--- config.mk ---
export PLATFORM = sky130hd
export DESIGN_NAME = prefetch_ar_arbiter
export DESIGN_NICKNAME = d
export VERILOG_FILES = /design/src/rtl/prefetch_ar_arbiter.sv
export SDC_FILE = /design/constraint.sdc
export NUM_CORES = 1
export LEC_CHECK = 0
export ABC_CLOCK_PERIOD_IN_PS = 2310
export CAP_MARGIN = 20
export CORE_MARGIN = 1
export CORE_UTILIZATION = 33
export DETAILED_ROUTE_END_ITERATION = 8
export PLACE_DENSITY = 0.77
export SETUP_SLACK_MARGIN = 0.2
export SYNTH_ARGS = -nofsm -noshare
export SYNTH_HDL_FRONTEND = slang
export SYNTH_SLANG_ARGS = --single-unit
--- constraint.sdc ---
create_clock -name clk -period 2.31 [get_ports clk]
set_clock_uncertainty 0.15 [all_clocks]
set_input_delay 0.5775 -clock clk [delete_from_list [all_inputs] [get_ports clk]]
set_output_delay 0.5775 -clock clk [all_outputs]
set_load 0.03 [all_outputs]
--- src/rtl/prefetch_ar_arbiter.sv ---
// Purpose: share one DDR read channel (AR + R) between prefetch port P and bypass port B.
// Latency: AR accept to m_ar_valid 1 cycle, at most one AR every 2 cycles; R path is combinational.
// Backpressure: AR ready drops while an AR is held or the tag FIFO is full; m_r_ready follows the owning port's r_ready.
//
// Ports:
//   clk, resetN                 clock, asynchronous active-low reset
//   p_ar_* / b_ar_*             AR requests from port P and port B (valid/ready + addr/len/id)
//   m_ar_*                      registered AR toward DDR
//   m_r_*                       R beats from DDR (valid/ready/last + data/id)
//   p_r_* / b_r_*               R beats routed to the owning port
//   outstanding                 bursts accepted but not yet fully returned
//   err_orphan_r                sticky flag: R beat seen with no burst outstanding
module prefetch_ar_arbiter #(
    parameter int ADDR_BITS       = 16,
    parameter int BURST_LEN_WIDTH = 8,
    parameter int TID_WIDTH       = 8,
    parameter int DATA_WIDTH      = 8,
    parameter int LOG_OUTSTANDING = 2
) (
    input  logic                       clk,
    input  logic                       resetN,
    input  logic                       p_ar_valid,
    output logic                       p_ar_ready,
    input  logic [ADDR_BITS-1:0]       p_ar_addr,
    input  logic [BURST_LEN_WIDTH-1:0] p_ar_len,
    input  logic [TID_WIDTH-1:0]       p_ar_id,
    input  logic                       b_ar_valid,
    output logic                       b_ar_ready,
    input  logic [ADDR_BITS-1:0]       b_ar_addr,
    input  logic [BURST_LEN_WIDTH-1:0] b_ar_len,
    input  logic [TID_WIDTH-1:0]       b_ar_id,
    output logic                       m_ar_valid,
    input  logic                       m_ar_ready,
    output logic [ADDR_BITS-1:0]       m_ar_addr,
    output logic [BURST_LEN_WIDTH-1:0] m_ar_len,
    output logic [TID_WIDTH-1:0]       m_ar_id,
    input  logic                       m_r_valid,
    output logic                       m_r_ready,
    input  logic                       m_r_last,
    input  logic [DATA_WIDTH-1:0]      m_r_data,
    input  logic [TID_WIDTH-1:0]       m_r_id,
    output logic                       p_r_valid,
    input  logic                       p_r_ready,
    output logic                       p_r_last,
    output logic [DATA_WIDTH-1:0]      p_r_data,
    output logic [TID_WIDTH-1:0]       p_r_id,
    output logic                       b_r_valid,
    input  logic                       b_r_ready,
    output logic                       b_r_last,
    output logic [DATA_WIDTH-1:0]      b_r_data,
    output logic [TID_WIDTH-1:0]       b_r_id,
    output logic [LOG_OUTSTANDING:0]   outstanding,
    output logic                       err_orphan_r
);

    localparam int DEPTH = 1 << LOG_OUTSTANDING;

    typedef struct packed {
        logic [ADDR_BITS-1:0]       addr;
        logic [BURST_LEN_WIDTH-1:0] len;
        logic [TID_WIDTH-1:0]       id;
    } ar_t;

    typedef enum logic {IDLE, SEND} state_t;

    state_t                     state;
    ar_t                        ar_q;
    logic                       rr_last_b;   // 1: B was granted last, so P wins the next tie
    logic [DEPTH-1:0]           tag_mem;     // 0 = P, 1 = B, one entry per outstanding burst
    logic [LOG_OUTSTANDING-1:0] wr_ptr;
    logic [LOG_OUTSTANDING-1:0] rd_ptr;

    logic fifo_full;
    logic fifo_empty;
    logic head_b;
    logic p_win;
    logic b_win;
    logic push;
    logic pop;

    assign fifo_full  = (outstanding == (LOG_OUTSTANDING+1)'(DEPTH));
    assign fifo_empty = (outstanding == '0);
    assign head_b     = tag_mem[rd_ptr];

    // Round-robin: on a tie the port that was not granted last wins.
    assign p_win = p_ar_valid & (~b_ar_valid | rr_last_b);
    assign b_win = b_ar_valid & ~p_win;

    // Reset gates the readies so nothing is offered while the block is held in reset.
    assign p_ar_ready = resetN & (state == IDLE) & ~fifo_full & p_win;
    assign b_ar_ready = resetN & (state == IDLE) & ~fifo_full & b_win;
    assign push       = (p_ar_valid & p_ar_ready) | (b_ar_valid & b_ar_ready);

    assign m_ar_valid = (state == SEND);
    assign m_ar_addr  = ar_q.addr;
    assign m_ar_len   = ar_q.len;
    assign m_ar_id    = ar_q.id;

    // R routing: the oldest outstanding tag owns the channel; with nothing
    // outstanding, beats are drained and flagged as orphans.
    assign p_r_valid = m_r_valid & ~fifo_empty & ~head_b;
    assign b_r_valid = m_r_valid & ~fifo_empty & head_b;
    assign m_r_ready = fifo_empty ? 1'b1 : (head_b ? b_r_ready : p_r_ready);
    assign pop       = ~fifo_empty & m_r_valid & m_r_ready & m_r_last;

    assign p_r_last = m_r_last;
    assign p_r_data = m_r_data;
    assign p_r_id   = m_r_id;
    assign b_r_last = m_r_last;
    assign b_r_data = m_r_data;
    assign b_r_id   = m_r_id;

    always_ff @(posedge clk or negedge resetN) begin
        if (!resetN) begin
            state        <= IDLE;
            ar_q         <= '0;
            rr_last_b    <= 1'b1;
            tag_mem      <= '0;
            wr_ptr       <= '0;
            rd_ptr       <= '0;
            outstanding  <= '0;
            err_orphan_r <= 1'b0;
        end else begin
            case (state)
                IDLE: begin
                    if (push) begin
                        ar_q      <= p_win ? ar_t'{p_ar_addr, p_ar_len, p_ar_id}
                                           : ar_t'{b_ar_addr, b_ar_len, b_ar_id};
                        rr_last_b <= b_win;
                        state     <= SEND;
                    end
                end
                SEND: begin
                    if (m_ar_ready) begin
                        state <= IDLE;
                    end
                end
                default: state <= IDLE;
            endcase

            if (push) begin
                tag_mem[wr_ptr] <= b_win;
                wr_ptr          <= wr_ptr + 1'b1;
            end
            if (pop) begin
                rd_ptr <= rd_ptr + 1'b1;
            end

            case ({push, pop})
                2'b10:   outstanding <= outstanding + 1'b1;
                2'b01:   outstanding <= outstanding - 1'b1;
                default: outstanding <= outstanding;
            endcase

            if (fifo_empty && m_r_valid) begin
                err_orphan_r <= 1'b1;
            end
        end
    end

endmodule

# --- Yosys cells after proc, flatten, opt, wreduce, memory -nomap -nowiden ---
# Index checks and enable logic that the tools add are counted.
op_classes:
  n_addsub: 4
  n_lt_le_gt_ge: 3
  n_eq_ne: 3
  n_mux: 12
  n_bitwise: 21
  reduce_logical: 5
op_table:
  columns: ["op", "n"]
  rows:
  - ["$mux W32", 1]
  - ["$and A1 B1 Y1", 13]
  - ["$lt A2 B3 Y1 const B", 2]
  - ["$mux W1", 6]
  - ["$not A1 Y1", 6]
  - ["$pmux W3 S2", 1]
  - ["$add A2 B1 Y2 const B", 2]
  - ["$bwmux W4", 1]
  - ["$add A3 B1 Y3 const B", 1]
  - ["$eq A3 B3 Y1 const B", 1]
  - ["$logic_not A3 Y1", 1]
  - ["$sub A3 B1 Y3 const B", 1]
  - ["$bmux W1 S2", 1]
  - ["$demux W1 S2", 1]
  - ["$eq A2 B1 Y1 const B", 1]
  - ["$eq A2 B2 Y1 const B", 1]
  - ["$ge A2 B1 Y1 const B", 1]
  - ["$logic_and A1 B1 Y1", 2]
  - ["$or A1 B1 Y1", 2]
  - ["$pmux W1 S2", 1]
  - ["$reduce_and A2 Y1", 1]
  - ["$reduce_bool A2 Y1", 1]
word_totals:
  reg_bits: 46
  in_bits: 89
  output_inout_bits: 76
  wordCells: 58

# --- Depth between registers and ports, before layout ---
logic_depth:
  depth_word: 10
  mapped_depth: 11
  mapped_depth_nobuf: 10

# --- Least setup slack after synthesis ---
# OpenSTA, ideal clock, no wires.
synth_timing:
  path_kind: "input port to output port"
  startpoint: "input port b_ar_valid"
  endpoint: "output port b_ar_ready"
  arrival_ps: 1720
  required_time_ps: 1582
  setup_slack_ps: -137
  stages: 5
  path_buffers: 2
  cell_sequence: "buf_2 -> inv_1 -> o21ai_1 -> clkbuf_1 -> and3_1"
synth_via:
  elab_chain_len: 6
synth_lines:
  columns: ["element", "line", "source"]
  rows:
  - ["from (decl)", "27", "input logic b_ar_valid,"]
  - ["$not A1 Y1", "86", "assign p_win = p_ar_valid & (~b_ar_valid | rr_last_b);"]
  - ["$or A1 B1 Y1", "86", null]
  - ["$and A1 B1 Y1", "86", null]
  - ["$not A1 Y1", "87", "assign b_win = b_ar_valid & ~p_win;"]
  - ["$and A1 B1 Y1 (*)", "87", null]
  - ["$and A1 B1 Y1 (*)", "91", "assign b_ar_ready = resetN & (state == IDLE) & ~fifo_full & b_win;"]
  - ["to (decl)", "28", "output logic b_ar_ready,"]
# Every way passes the cells marked *; elsewhere a longest branch is shown, timed or not.

# --- Worst setup path in the final report ---
layout_timing:
  startpoint: "register rd_ptr[1]"
  endpoint: "output port m_r_ready"
layout_via:
  elab_chain_len: 4
layout_lines:
  columns: ["element", "line", "source"]
  rows:
  - ["from (decl)", "71", "logic [LOG_OUTSTANDING-1:0] rd_ptr;"]
  - ["from (signal assigned)", "146", "rd_ptr <= rd_ptr + 1'b1;"]
  - ["$bmux W1 S2", "83", "assign head_b = tag_mem[rd_ptr];"]
  - ["$mux W1 (not written as such)", "83", null]
  - ["$mux W1 (2 in a row)", "103", "assign m_r_ready = fifo_empty ? 1'b1 : (head_b ? b_r_ready : p_r_ready);"]
  - ["to (decl)", "38", "output logic m_r_ready,"]
# No other way between the ends. The select of a mux whose other input is x is not followed.

==> results.tsv <==
stage	metric	value	unit
critical_path	critPathRequiredTime	1.58	ns
yosys	yosysTopAreaCellShare	43.3	%
timing	period_share	103	%
drt	remaining_drc_errors	0	
yosys	yosys-top-cells-area	dfrtp_1 43%, a2bb2oi_2 17%, buf_4 10%	
timing	period_minus_slack	2.38	ns
timing	setup_violations	4	
global_route	grt_pass1_vias	2154	
critical_path	crit_family	multiplexers	
yosys	synthFlopType	dfrtp_1	
global_route	grt_pass1_wl	10500	um
global_route	grt.met3_usage	4.55	%
pwr	power_leakage	0.00174	uW
critical_path	r2r-start	rd_ptr[1]$_DFFE_PN0P_	
cts	clock_sinks	46	
timing	fmax	420	MHz
timing	setup_ws	-0.0728	ns
finish	nFillCells	668	
yosys	avgSynthCellArea	11.9	um^2
finish	multiInputGateArea	1110	um^2
cts	h-tree-depth	2	
critical_path	ff2ff_setup_slack	0	ns
place	dpl_worst_slack	-0.353	ns
timing	timing.final.hold_violations	0	
finish	area_growth	51.3	%
yosys	netlist-cell-type-count	32	
yosys	netlist_instances	219	
cts	clk_pin_slew	0.08	ns
drt	dr.pass1.iters	4	
floorplan	fp.dieW	90.7	um
timing	slew-limit-headroom	61.1	%
critical_path	cp_common_cell	mux2i_1	
yosys	synth_area	2600	um^2
timing	hold_ws	0.257	ns
yosys	yosys_warnings	0	
cts	cts_tree	built	
yosys	async_flop_share	100	%
cts	postCtsHoldBufs	0	
drt	drtAntennaViolNets	0	
floorplan	core	7450	um^2
cts	clk_path_buf_depth	2	
finish	layout_common_cells	73 x clkdlybuf4s50_1, 41 x dfrtp_1, 32 x o22ai_1	
global_route	grt_use_met2	28.0	%
place	portBuffers	116	
pwr	power	5030	uW
cts	clockRootBuffer	clkbuf_8	
critical_path	cp-startpoint	rd_ptr[1]$_DFFE_PN0P_	
critical_path	worstSetupPathType	flop to output port	
finish	ff_latch_area	1160	um^2
drt	wirelength	6290	um
yosys	yosys.area.top_type	dfrtp_1	
drt	drt_iter0_markers	36	
yosys	synth_seq_cells	46	
timing	fin_setup_tns	-0.137	ns
critical_path	critPathMaxFanout	3	
timing	slew_violations	0	
global_route	overflow	0	
floorplan	io_pins	165	
job	drv_cap	0	
critical_path	endpoint_kind	output port	
yosys	synth_edf_count	0	
drt	vias	2059	
critical_path	slowest_delay	0.42	ns
place	place.gp.congestion	0.727	
cts	worst_skew_pair.late_latency	0.29	ns
critical_path	slowest_stage	dfrtp_1	
global_route	grt_start_max_net_pins	47	
drt	vias_per_cell	4.95	
finish	layout_commonest_cell	clkdlybuf4s50_1	
global_route	grt_use_met1	18.3	%
floorplan	die_area	8230	um^2
critical_path	startpoint_type	flop	
timing	rsz0062_at_grt	true	
finish	drive_gt1_share	27.4	%
finish	nets	411	
floorplan	fp.dieH	90.7	um
yosys	yosysSeqAreaShare	44.3	%
floorplan	rows	31	
pwr	vdd_drop_max	0.468	mV
yosys	syn_nets	314	
cts	cts_made_buffers	5	
timing	tightest_slew	0.583	ns
global_route	grt_usage	15.8	%
global_route	grt.busiest_layer	met2	
outcome	violations	setup timing	
pwr	p_per_area	1280	nW/um^2
worst_hold_path	min_path_type	primary input to asynchronous set/reset pin	
critical_path	cp_num_buf_inv	1	
critical_path	crit_path_cell_trace	mux2i_1, mux2i_1, mux2i_1, nand2_1, buf_6	
global_route	antenna_found_initial	0	
finish	antenna-diode-count	0	
place	dpl.hpwl	4530	um
critical_path	cp.arrival	1.66	ns
outcome	status	finished, violations left	
drt	routedWlPerCell	15.1	um
floorplan	start_util	34.9	%
[worst register-to-register path, cell delays in order (launching register included)]
cell,delay [ns]
dfrtp_1,0.40
mux2i_1,0.25
mux2i_1,0.14
mux2i_1,0.17
nor2_1,0.20
ha_4,0.17
inv_2,0.03
fa_2,0.32
xor2_1,0.14
nor2_1,0.11
xor2_1,0.14
[layout make-up]
| cell class | count | share of cell area, % |
|---|---|---|
| Timing Repair Buffer | 139 | 35.9 |
| Sequential cell | 46 | 29.4 |
| Multi-Input combinational cell | 114 | 28.2 |
| Tap cell | 99 | 3.15 |
| Clock buffer | 8 | 2.29 |
| Inverter | 10 | 1.02 |
[metal layers]
metal  up-vias  share of wire [%]  wire, um
met4         0                1.2        74
li1        978                  -         -
met5         -                  0         0
met3        12                6.2       389
met1      1001                 41      2570
met2        68                 52      3260
[kinds of logic (layout without fill, tap and decap cells)]
| group | Yosys count | after routing | share of synthesized area (%) |
|---|---|---|---|
| and+or+nand+nor | 13 | 13 | 2.46 |
| muxes | 8 | 8 | 3.13 |
| DFF | 46 | 46 | 44.3 |
| AOI/OAI and AO/OA | 82 | 82 | 30.6 |
| adders and majority gates | 6 | 6 | 3.18 |
| xor gates and xnor gates | 5 | 5 | 1.69 |
| buffers and inverters | 59 | 157 | 14.6 |
[metrics by stage]
| step | cells | instance area [um^2] | util, % |
|---|---|---|---|
| 3_3_place_gp | 402 | 3680 | 49.4 |
| 5_1_grt | 416 | 3930 | 52.8 |
| 3_5_place_dp | 402 | 3680 | 49.4 |
| 4_1_cts | 413 | 3810 | 51.2 |
| 2_1_floorplan | 219 | 2640 | - |
| 6_report | 416 | 3930 | 52.8 |
[cell usage after synthesis, drive strengths merged (2+ instances only)]
cell	n
o22ai	32
a2bb2oi	32
dfrtp	45
a31oi	9
ha	5
buf	42
xnor2	2
nand2	4
mux2i	7
clkbuf	7
o21a	2
nor2	3
inv	10
xor2	3
and3	2
o21ai	3
[final timing paths]
| check | endpoint | depth (start not counted) |
|---|---|---|
| max in group asynchronous | outstanding[1]$_DFFE_PN0P_ | 2 |
| setup reg to reg | outstanding[2]$_DFFE_PN0P_ | 10 |
| hold reg to reg | err_orphan_r$_DFFE_PN0P_ | 1 |
| setup / recovery | m_r_ready | 5 |
| min in group clk | err_orphan_r$_DFFE_PN0P_ | 1 |
| hold / removal | err_orphan_r$_DFFE_PN0P_ | 2 |
[flip-flops by register name, indices dropped and copies added, names as in the netlist]
name	flops
m_ar_len	8
m_ar_addr	16
m_ar_id	8
tag_mem	4
rd_ptr	2
outstanding	3
rr_last_b	1
wr_ptr	2
m_ar_valid	1
err_orphan_r	1
[timing repair]
action / CTS / global route
pin swaps: 5 / 2
gates resized for setup: 12 / 36
buffers inserted: 3 / 3
setup endpoints to repair: 12 / 37
gates cloned: 0 / 0
[report_power, final]
part	switching (uW)	internal, uW
logic	1510	1510
clock network	259	244
registers	300	1210
total	2070	2960
Note: power is estimated with default switching activity, not from simulation.
